### src/rtl/cpu_pkg.sv
// ---------------------------------------------------------------------------
// cpu_pkg
// Shared definitions for the program-counter block.
//   OPC_*  : raw 3-bit opcode values carried on op_i
//   op_e   : enum view of the same opcodes, used by the next-PC decoder
// The codes 110 and 111 have no enum member; decoders treat them as NEXT.
// ---------------------------------------------------------------------------
package cpu_pkg;

   localparam logic [2:0] OPC_NEXT   = 3'b000;
   localparam logic [2:0] OPC_JUMP   = 3'b001;
   localparam logic [2:0] OPC_BRANCH = 3'b010;
   localparam logic [2:0] OPC_CALL   = 3'b011;
   localparam logic [2:0] OPC_RET    = 3'b100;
   localparam logic [2:0] OPC_HOLD   = 3'b101;

   typedef enum logic [2:0] {
      OP_NEXT   = OPC_NEXT,
      OP_JUMP   = OPC_JUMP,
      OP_BRANCH = OPC_BRANCH,
      OP_CALL   = OPC_CALL,
      OP_RET    = OPC_RET,
      OP_HOLD   = OPC_HOLD
   } op_e;

endpackage

### src/rtl/pc_stack_if.sv
// ---------------------------------------------------------------------------
// pc_stack_if
// Bundles the control and status signals of pc_stack.
//   en_i, op_i, tgt_i, err_clr_i  : driven by the controller (master)
//   pc_o, sp_o, full_o, empty_o,
//   ovf_o, unf_o                  : driven by pc_stack (slave)
// Signal suffixes are named from the pc_stack point of view.
// ---------------------------------------------------------------------------
interface pc_stack_if #(
   parameter int AW    = 8,
   parameter int DEPTH = 4
);

   localparam int SPW = $clog2(DEPTH + 1);

   logic           en_i;
   logic [2:0]     op_i;
   logic [AW-1:0]  tgt_i;
   logic           err_clr_i;
   logic [AW-1:0]  pc_o;
   logic [SPW-1:0] sp_o;
   logic           full_o;
   logic           empty_o;
   logic           ovf_o;
   logic           unf_o;

   modport master (
      output en_i, op_i, tgt_i, err_clr_i,
      input  pc_o, sp_o, full_o, empty_o, ovf_o, unf_o
   );

   modport slave (
      input  en_i, op_i, tgt_i, err_clr_i,
      output pc_o, sp_o, full_o, empty_o, ovf_o, unf_o
   );

endinterface

### src/rtl/ret_stack.sv
// ---------------------------------------------------------------------------
// ret_stack
// LIFO of return addresses.
//   clk_i, rst_ni : clock, async active-low reset (resets occupancy only)
//   push_i, data_i: push data_i; ignored when full
//   pop_i         : discard top entry; ignored when empty
//   top_o         : current top entry (meaningless when empty)
//   sp_o          : occupancy, 0..DEPTH
//   full_o/empty_o: decode of sp_o
// ---------------------------------------------------------------------------
module ret_stack #(
   parameter int AW    = 8,
   parameter int DEPTH = 4
) (
   input  logic                         clk_i,
   input  logic                         rst_ni,
   input  logic                         push_i,
   input  logic                         pop_i,
   input  logic [AW-1:0]                data_i,
   output logic [AW-1:0]                top_o,
   output logic [$clog2(DEPTH+1)-1:0]   sp_o,
   output logic                         full_o,
   output logic                         empty_o
);

   localparam int SPW   = $clog2(DEPTH + 1);
   // Slot index width; storage is rounded up to a power of two so every
   // index value is in range, the spare slots are simply never written.
   localparam int IW    = (DEPTH > 1) ? $clog2(DEPTH) : 1;
   localparam int NSLOT = 1 << IW;

   logic [AW-1:0]  mem_q [NSLOT];
   logic [SPW-1:0] sp_q;
   logic [SPW-1:0] sp_d;
   logic [IW-1:0]  wrIdx;
   logic [IW-1:0]  topIdx;
   logic           doPush;
   logic           doPop;

   assign full_o  = (sp_q == SPW'(DEPTH));
   assign empty_o = (sp_q == '0);
   assign doPush  = push_i && !full_o;
   assign doPop   = pop_i && !empty_o;

   // Whenever a push is allowed sp_q < DEPTH, so its low bits address the
   // next free slot; the top sits one below (modulo slot count is exact).
   assign wrIdx  = sp_q[IW-1:0];
   assign topIdx = sp_q[IW-1:0] - IW'(1);
   assign top_o  = mem_q[topIdx];
   assign sp_o   = sp_q;

   // Occupancy update: push has priority, though the PC logic never
   // requests both at once.
   always_comb begin
      sp_d = sp_q;
      if (doPush) begin
         sp_d = sp_q + SPW'(1);
      end else if (doPop) begin
         sp_d = sp_q - SPW'(1);
      end
   end

   // Occupancy register; a reset discards everything on the stack.
   always_ff @(posedge clk_i or negedge rst_ni) begin
      if (!rst_ni) begin
         sp_q <= '0;
      end else begin
         sp_q <= sp_d;
      end
   end

   // Entry storage carries no reset; stale entries are unreachable once
   // sp_q has been cleared.
   always_ff @(posedge clk_i) begin
      if (doPush) begin
         mem_q[wrIdx] <= data_i;
      end
   end

endmodule

### src/rtl/pc_stack.sv
// ---------------------------------------------------------------------------
// pc_stack
// Program counter with a call/return stack and sticky error flags.
//   clk_i   : clock, all updates on the rising edge
//   rst_ni  : async active-low reset, pc -> RST_VEC, stack emptied, flags 0
//   bus     : pc_stack_if slave port
//             en_i advance strobe, op_i opcode, tgt_i target/offset,
//             err_clr_i flag clear; pc_o registered PC, sp_o occupancy,
//             full_o/empty_o occupancy decode, ovf_o/unf_o sticky errors
// ---------------------------------------------------------------------------
module pc_stack
   import cpu_pkg::*;
#(
   parameter int            AW      = 8,
   parameter int            DEPTH   = 4,
   parameter logic [AW-1:0] RST_VEC = '0
) (
   input  logic        clk_i,
   input  logic        rst_ni,
   pc_stack_if.slave   bus
);

   localparam int SPW = $clog2(DEPTH + 1);

   logic [AW-1:0]  pc_q;
   logic [AW-1:0]  pc_d;
   logic           ovf_q;
   logic           ovf_d;
   logic           unf_q;
   logic           unf_d;
   logic [AW-1:0]  pcInc;
   logic [AW-1:0]  stackTop;
   logic [SPW-1:0] stackSp;
   logic           stackFull;
   logic           stackEmpty;
   logic           pushReq;
   logic           popReq;
   op_e            opDec;

   assign opDec = op_e'(bus.op_i);
   assign pcInc = pc_q + AW'(1);

   ret_stack #(
      .AW    (AW),
      .DEPTH (DEPTH)
   ) uStack (
      .clk_i   (clk_i),
      .rst_ni  (rst_ni),
      .push_i  (pushReq),
      .pop_i   (popReq),
      .data_i  (pcInc),
      .top_o   (stackTop),
      .sp_o    (stackSp),
      .full_o  (stackFull),
      .empty_o (stackEmpty)
   );

   // Next-PC mux, stack requests and flag updates. The clear is applied
   // first so that an error raised on the same edge wins over the clear,
   // and the clear still works while en_i is low. Unused opcodes fall into
   // the default branch and behave as NEXT. BRANCH is a plain modular add:
   // a two's-complement offset needs no sign handling at equal widths.
   always_comb begin
      pc_d    = pc_q;
      ovf_d   = ovf_q;
      unf_d   = unf_q;
      pushReq = 1'b0;
      popReq  = 1'b0;

      if (bus.err_clr_i) begin
         ovf_d = 1'b0;
         unf_d = 1'b0;
      end

      if (bus.en_i) begin
         case (opDec)
            OP_NEXT:   pc_d = pcInc;
            OP_JUMP:   pc_d = bus.tgt_i;
            OP_BRANCH: pc_d = pc_q + bus.tgt_i;
            OP_HOLD:   pc_d = pc_q;
            OP_CALL: begin
               pc_d = bus.tgt_i;
               if (stackFull) begin
                  ovf_d = 1'b1;
               end else begin
                  pushReq = 1'b1;
               end
            end
            OP_RET: begin
               if (stackEmpty) begin
                  pc_d  = pcInc;
                  unf_d = 1'b1;
               end else begin
                  pc_d   = stackTop;
                  popReq = 1'b1;
               end
            end
            default:   pc_d = pcInc;
         endcase
      end
   end

   // PC and sticky flag registers.
   always_ff @(posedge clk_i or negedge rst_ni) begin
      if (!rst_ni) begin
         pc_q  <= RST_VEC;
         ovf_q <= 1'b0;
         unf_q <= 1'b0;
      end else begin
         pc_q  <= pc_d;
         ovf_q <= ovf_d;
         unf_q <= unf_d;
      end
   end

   assign bus.pc_o    = pc_q;
   assign bus.sp_o    = stackSp;
   assign bus.full_o  = stackFull;
   assign bus.empty_o = stackEmpty;
   assign bus.ovf_o   = ovf_q;
   assign bus.unf_o   = unf_q;

endmodule

### src/flat_wrapper.sv
// flat-port wrapper written by rule: the top's interface ports become plain ports
module pc_stack_flat import cpu_pkg::*;
#(
   parameter int            AW      = 8,
   parameter int            DEPTH   = 4,
   parameter logic [AW-1:0] RST_VEC = '0
)
  (clk_i, rst_ni, bus_en_i, bus_op_i, bus_tgt_i, bus_err_clr_i, bus_pc_o, bus_sp_o, bus_full_o, bus_empty_o, bus_ovf_o, bus_unf_o);
  pc_stack_if #(.AW(AW), .DEPTH(DEPTH)) bus_i ();
  input  logic clk_i;
  input  logic rst_ni;
  input wire logic [$bits(bus_i.en_i)-1:0] bus_en_i;
  input wire logic [$bits(bus_i.op_i)-1:0] bus_op_i;
  input wire logic [$bits(bus_i.tgt_i)-1:0] bus_tgt_i;
  input wire logic [$bits(bus_i.err_clr_i)-1:0] bus_err_clr_i;
  output wire logic [$bits(bus_i.pc_o)-1:0] bus_pc_o;
  output wire logic [$bits(bus_i.sp_o)-1:0] bus_sp_o;
  output wire logic [$bits(bus_i.full_o)-1:0] bus_full_o;
  output wire logic [$bits(bus_i.empty_o)-1:0] bus_empty_o;
  output wire logic [$bits(bus_i.ovf_o)-1:0] bus_ovf_o;
  output wire logic [$bits(bus_i.unf_o)-1:0] bus_unf_o;
  assign bus_i.en_i = bus_en_i;
  assign bus_i.op_i = bus_op_i;
  assign bus_i.tgt_i = bus_tgt_i;
  assign bus_i.err_clr_i = bus_err_clr_i;
  assign bus_pc_o = bus_i.pc_o;
  assign bus_sp_o = bus_i.sp_o;
  assign bus_full_o = bus_i.full_o;
  assign bus_empty_o = bus_i.empty_o;
  assign bus_ovf_o = bus_i.ovf_o;
  assign bus_unf_o = bus_i.unf_o;
  pc_stack #(.AW(AW), .DEPTH(DEPTH), .RST_VEC(RST_VEC)) u_core (.clk_i(clk_i), .rst_ni(rst_ni), .bus(bus_i));
endmodule
### config.mk
export PLATFORM = sky130hd
export DESIGN_NAME = pc_stack_flat
export DESIGN_NICKNAME = d
export VERILOG_FILES = /design/src/rtl/cpu_pkg.sv /design/src/rtl/pc_stack_if.sv /design/src/rtl/ret_stack.sv /design/src/rtl/pc_stack.sv /design/src/flat_wrapper.sv
export SDC_FILE = /design/constraint.sdc
export NUM_CORES = 1
export LEC_CHECK = 0
export ABC_AREA = 0
export CORE_AREA = 3 3 137 73
export DETAILED_ROUTE_END_ITERATION = 8
export DIE_AREA = 0 0 140 76
export GPL_ROUTABILITY_DRIVEN = 0
export HOLD_SLACK_MARGIN = 0.02
export PLACE_DENSITY = 0.55
export SKIP_CTS_REPAIR_TIMING = 1
export SLEW_MARGIN = 20
export SYNTH_ARGS = -nofsm -noshare
export SYNTH_HDL_FRONTEND = slang
export SYNTH_SLANG_ARGS = --single-unit
### constraint.sdc
create_clock -name clk_i -period 2.49 [get_ports clk_i]
set_input_delay 0.498 -clock clk_i [delete_from_list [all_inputs] [get_ports clk_i]]
set_output_delay 0.498 -clock clk_i [all_outputs]
set_load 0.1 [all_outputs]
==> results.yml <==
floorplanning:
  core_um2: 8710
  dieArea_um2: 10600
  fp-row-count: 24
  die_h_um: 76
  die_w_um: 140
  initial_core_util: 0.303
  io_pins: 30
drt:
  wl_per_cell_um: 16.6
  drt_first_pass_iters: 4
  remaining_drc_errors: 0
  drt-total-wl_mm: 6.33
  drt-initial-drc-count: 165
  via_count: 1901
  drtAntennaViolNets: 0
  viasPerCell: 4.98
sta:
  worst_pin_slew_ns: 0.672
  setup_viol: 0
  slew_headroom: 0.551
  fin_worst_skew_ns: 0.00381
  rsz0062_at_grt: "false"
  hold_viol_final: 0
  drv_slew: 0
  max_freq_ghz: 0.447
  period_needed_ns: 2.24
  period_share: 0.899
  worst_hold_slack_ns: 0.519
synthesis:
  syn_nets: 248
  synth_area_per_cell_um2: 12.1
  synth_edf_count: 32
  synthCells: 219
  yosysSeqAreaShare: 0.487
  synthArstFlopShare: 0.289
  syn-cell-area_um2: 2640
  ys.flop_type: "edfxtp_1"
  yosysUniqueCellTypes: 60
  ys_ff_latch: 45
  yosys_warnings: 0
cells_and_area:
  insertedDiodeCount: 0
  nNetsFinal: 293
  drive_gt1_frac: 0.238
  area_growth_pct: 28.7
cts:
  cts-root-buf: "clkbuf_16"
  cts_buffer_depth: 2
  htreeDepth: 2
  cts_tree: "done"
  clk_pin_slew_ns: 0.07
  cts_made_buffers: 5
  clkLatencyLatePin_ns: 0.28
  cts_num_sinks: 45
power_and_ir_drop:
  total_power_mw: 3.85
  vdd.ir_drop.worst_mv: 0.336
  p_leak_nw: 1.27
  power_density_nw_per_um2: 1130
placed_design:
  hpwl_mm: 4.82
  portBuffers: 29
run_status:
  status: "completed"
global_route:
  antenna_found_initial: 0
  grt_first_pass_wirelength_mm: 10.6
  grt_use_total: 0.123
  grt_max_degree: 19
  grt_pass1_vias: 2028
  grt-ovfl-total: 0
min_path:
  holdCritStartpoint: "u_core.uStack.sp_o[2]"
  hold_class: "flop to flop"
  hold_path_end: "u_core.uStack.sp_o[2]"
  whs_path_depth: 1
setup_path:
  critPathKind: "input port to flop"
  arrival_ns: 2.44
  worstSetupStartpointType: "input port"
  r2r.worst_path.cells: 8
  reg2reg_from: "u_core.bus.pc_o[0]"
  rr_endpoint: "u_core.bus.pc_o[4]"
  cp_max_fo: 2
  end_kind: "flop"
  crit_required_ns: 2.69
  r2r_slack_ns: 0.45
flow_run:
  cap_violations: 0
worst max-delay path, cell delays in order:
cell             delay, ns
clkdlybuf4s50_1       0.49
ha_1                  0.18
inv_1                 0.06
fa_1                  0.39
nor2b_1               0.13
o21a_1                0.14
nor3_1                0.04
or3_1                 0.31
a41oi_1               0.21
sequential cells by signal, indices dropped and copies added (netlist names):
name and count:
u_core.bus.pc_o 8, u_core.uStack.sp_o 3, u_core.bus.unf_o 1, u_core.uStack.mem_q 32, u_core.bus.ovf_o 1
final cells by class:
| cell class | count | area (um^2) |
|---|---|---|
| clock buffers | 5 | 125 |
| clock inverters | 3 | 47.5 |
| fillers | 826 | 5310 |
| inverters | 10 | 47.5 |
| multi-input cells | 155 | 1290 |
| flip-flops and latches | 45 | 1300 |
| well taps | 117 | 146 |
| repair buffers | 47 | 438 |
worst max-delay path by stage:
stage,start,slack [ns],cells past startpoint,to
5_1_grt,bus_tgt_i[0],0.1,9,u_core.bus.pc_o[4]
3_5_place_dp,bus_tgt_i[0],-0.05,9,u_core.bus.pc_o[4]
6_report,bus_tgt_i[0],0.25,9,u_core.bus.pc_o[4]
3_3_place_gp,bus_tgt_i[0],-0.007,9,u_core.bus.pc_o[4]
2_1_floorplan,u_core.uStack.sp_o[0],-0.15,9,u_core.uStack.sp_o[1]
4_1_cts,bus_tgt_i[0],0.24,9,u_core.bus.pc_o[4]
layer usage:
layer  routed length (um)  vias to the layer above  GRT usage
met5                    0                        -          0
met3                  154                        7     0.0157
li1                     -                      926          -
met1                 3210                      930      0.176
met4                   58                        0     0.0271
met2                 2900                       38      0.199
logic make-up after synthesis:
logic type | share of synthesized area
flops | 0.487
mux | 0.0938
fa+ha+maj | 0.0720
buf+inv | 0.0341
compound gates | 0.140
xor+xnor | 0.0365
simple gates | 0.136
where the power goes:
part	internal, mW	switching [mW]	total, mW
combinational	0.677	1.23	1.90
sequential	0.985	0.196	1.18
clock	0.480	0.286	0.766
synth_stat cells, types with 5 or more instances:
cell / count / area share
and2_1: 5 / 0.012
dfrtp_1: 13 / 0.12
edfxtp_1: 32 / 0.36
ha_1: 12 / 0.057
xor2_1: 5 / 0.017
nand3_1: 5 / 0.0095
nor2b_1: 6 / 0.014
a21oi_1: 9 / 0.017
mux4_1: 7 / 0.070
nor2_1: 13 / 0.018
o21ai_0: 12 / 0.023
nand2_1: 14 / 0.020
inv_1: 10 / 0.014
xnor2_1: 6 / 0.020
layout by cell type (no fill, tap or decap), types with 3 or more instances in the layout:
cell	n
edfxtp_1	32
buf_4	29
clkdlybuf4s50_1	14
nand2_1	13
nor2_1	12
o21ai_0	12
ha_1	11
a21oi_1	9
mux4_1	7
dfrtp_1	7
inv_1	6
xnor2_1	6
nor2b_1	6
xor2_1	5
and2_1	5
nand3_1	5
clkbuf_16	5
nand2b_1	4
o21a_1	4
buf_12	4
dfrtp_2	4
mux2i_1	3
a211oi_1	3
o22ai_1	3
nor3b_1	3
metrics by stage:
stage          area [um^2]  instances  setup TNS [ns]   util  worst slack, ns
2_1_floorplan         2700        219          -0.329      -           -0.146
3_3_place_gp          3220        374        -0.00683  0.370         -0.00683
3_5_place_dp          3220        374         -0.0521  0.370          -0.0521
4_1_cts               3400        382               0  0.390            0.244
5_1_grt               3400        382               0  0.390           0.0952
6_report              3400        382               0  0.390            0.252
Power figures use the tool's default switching activity.
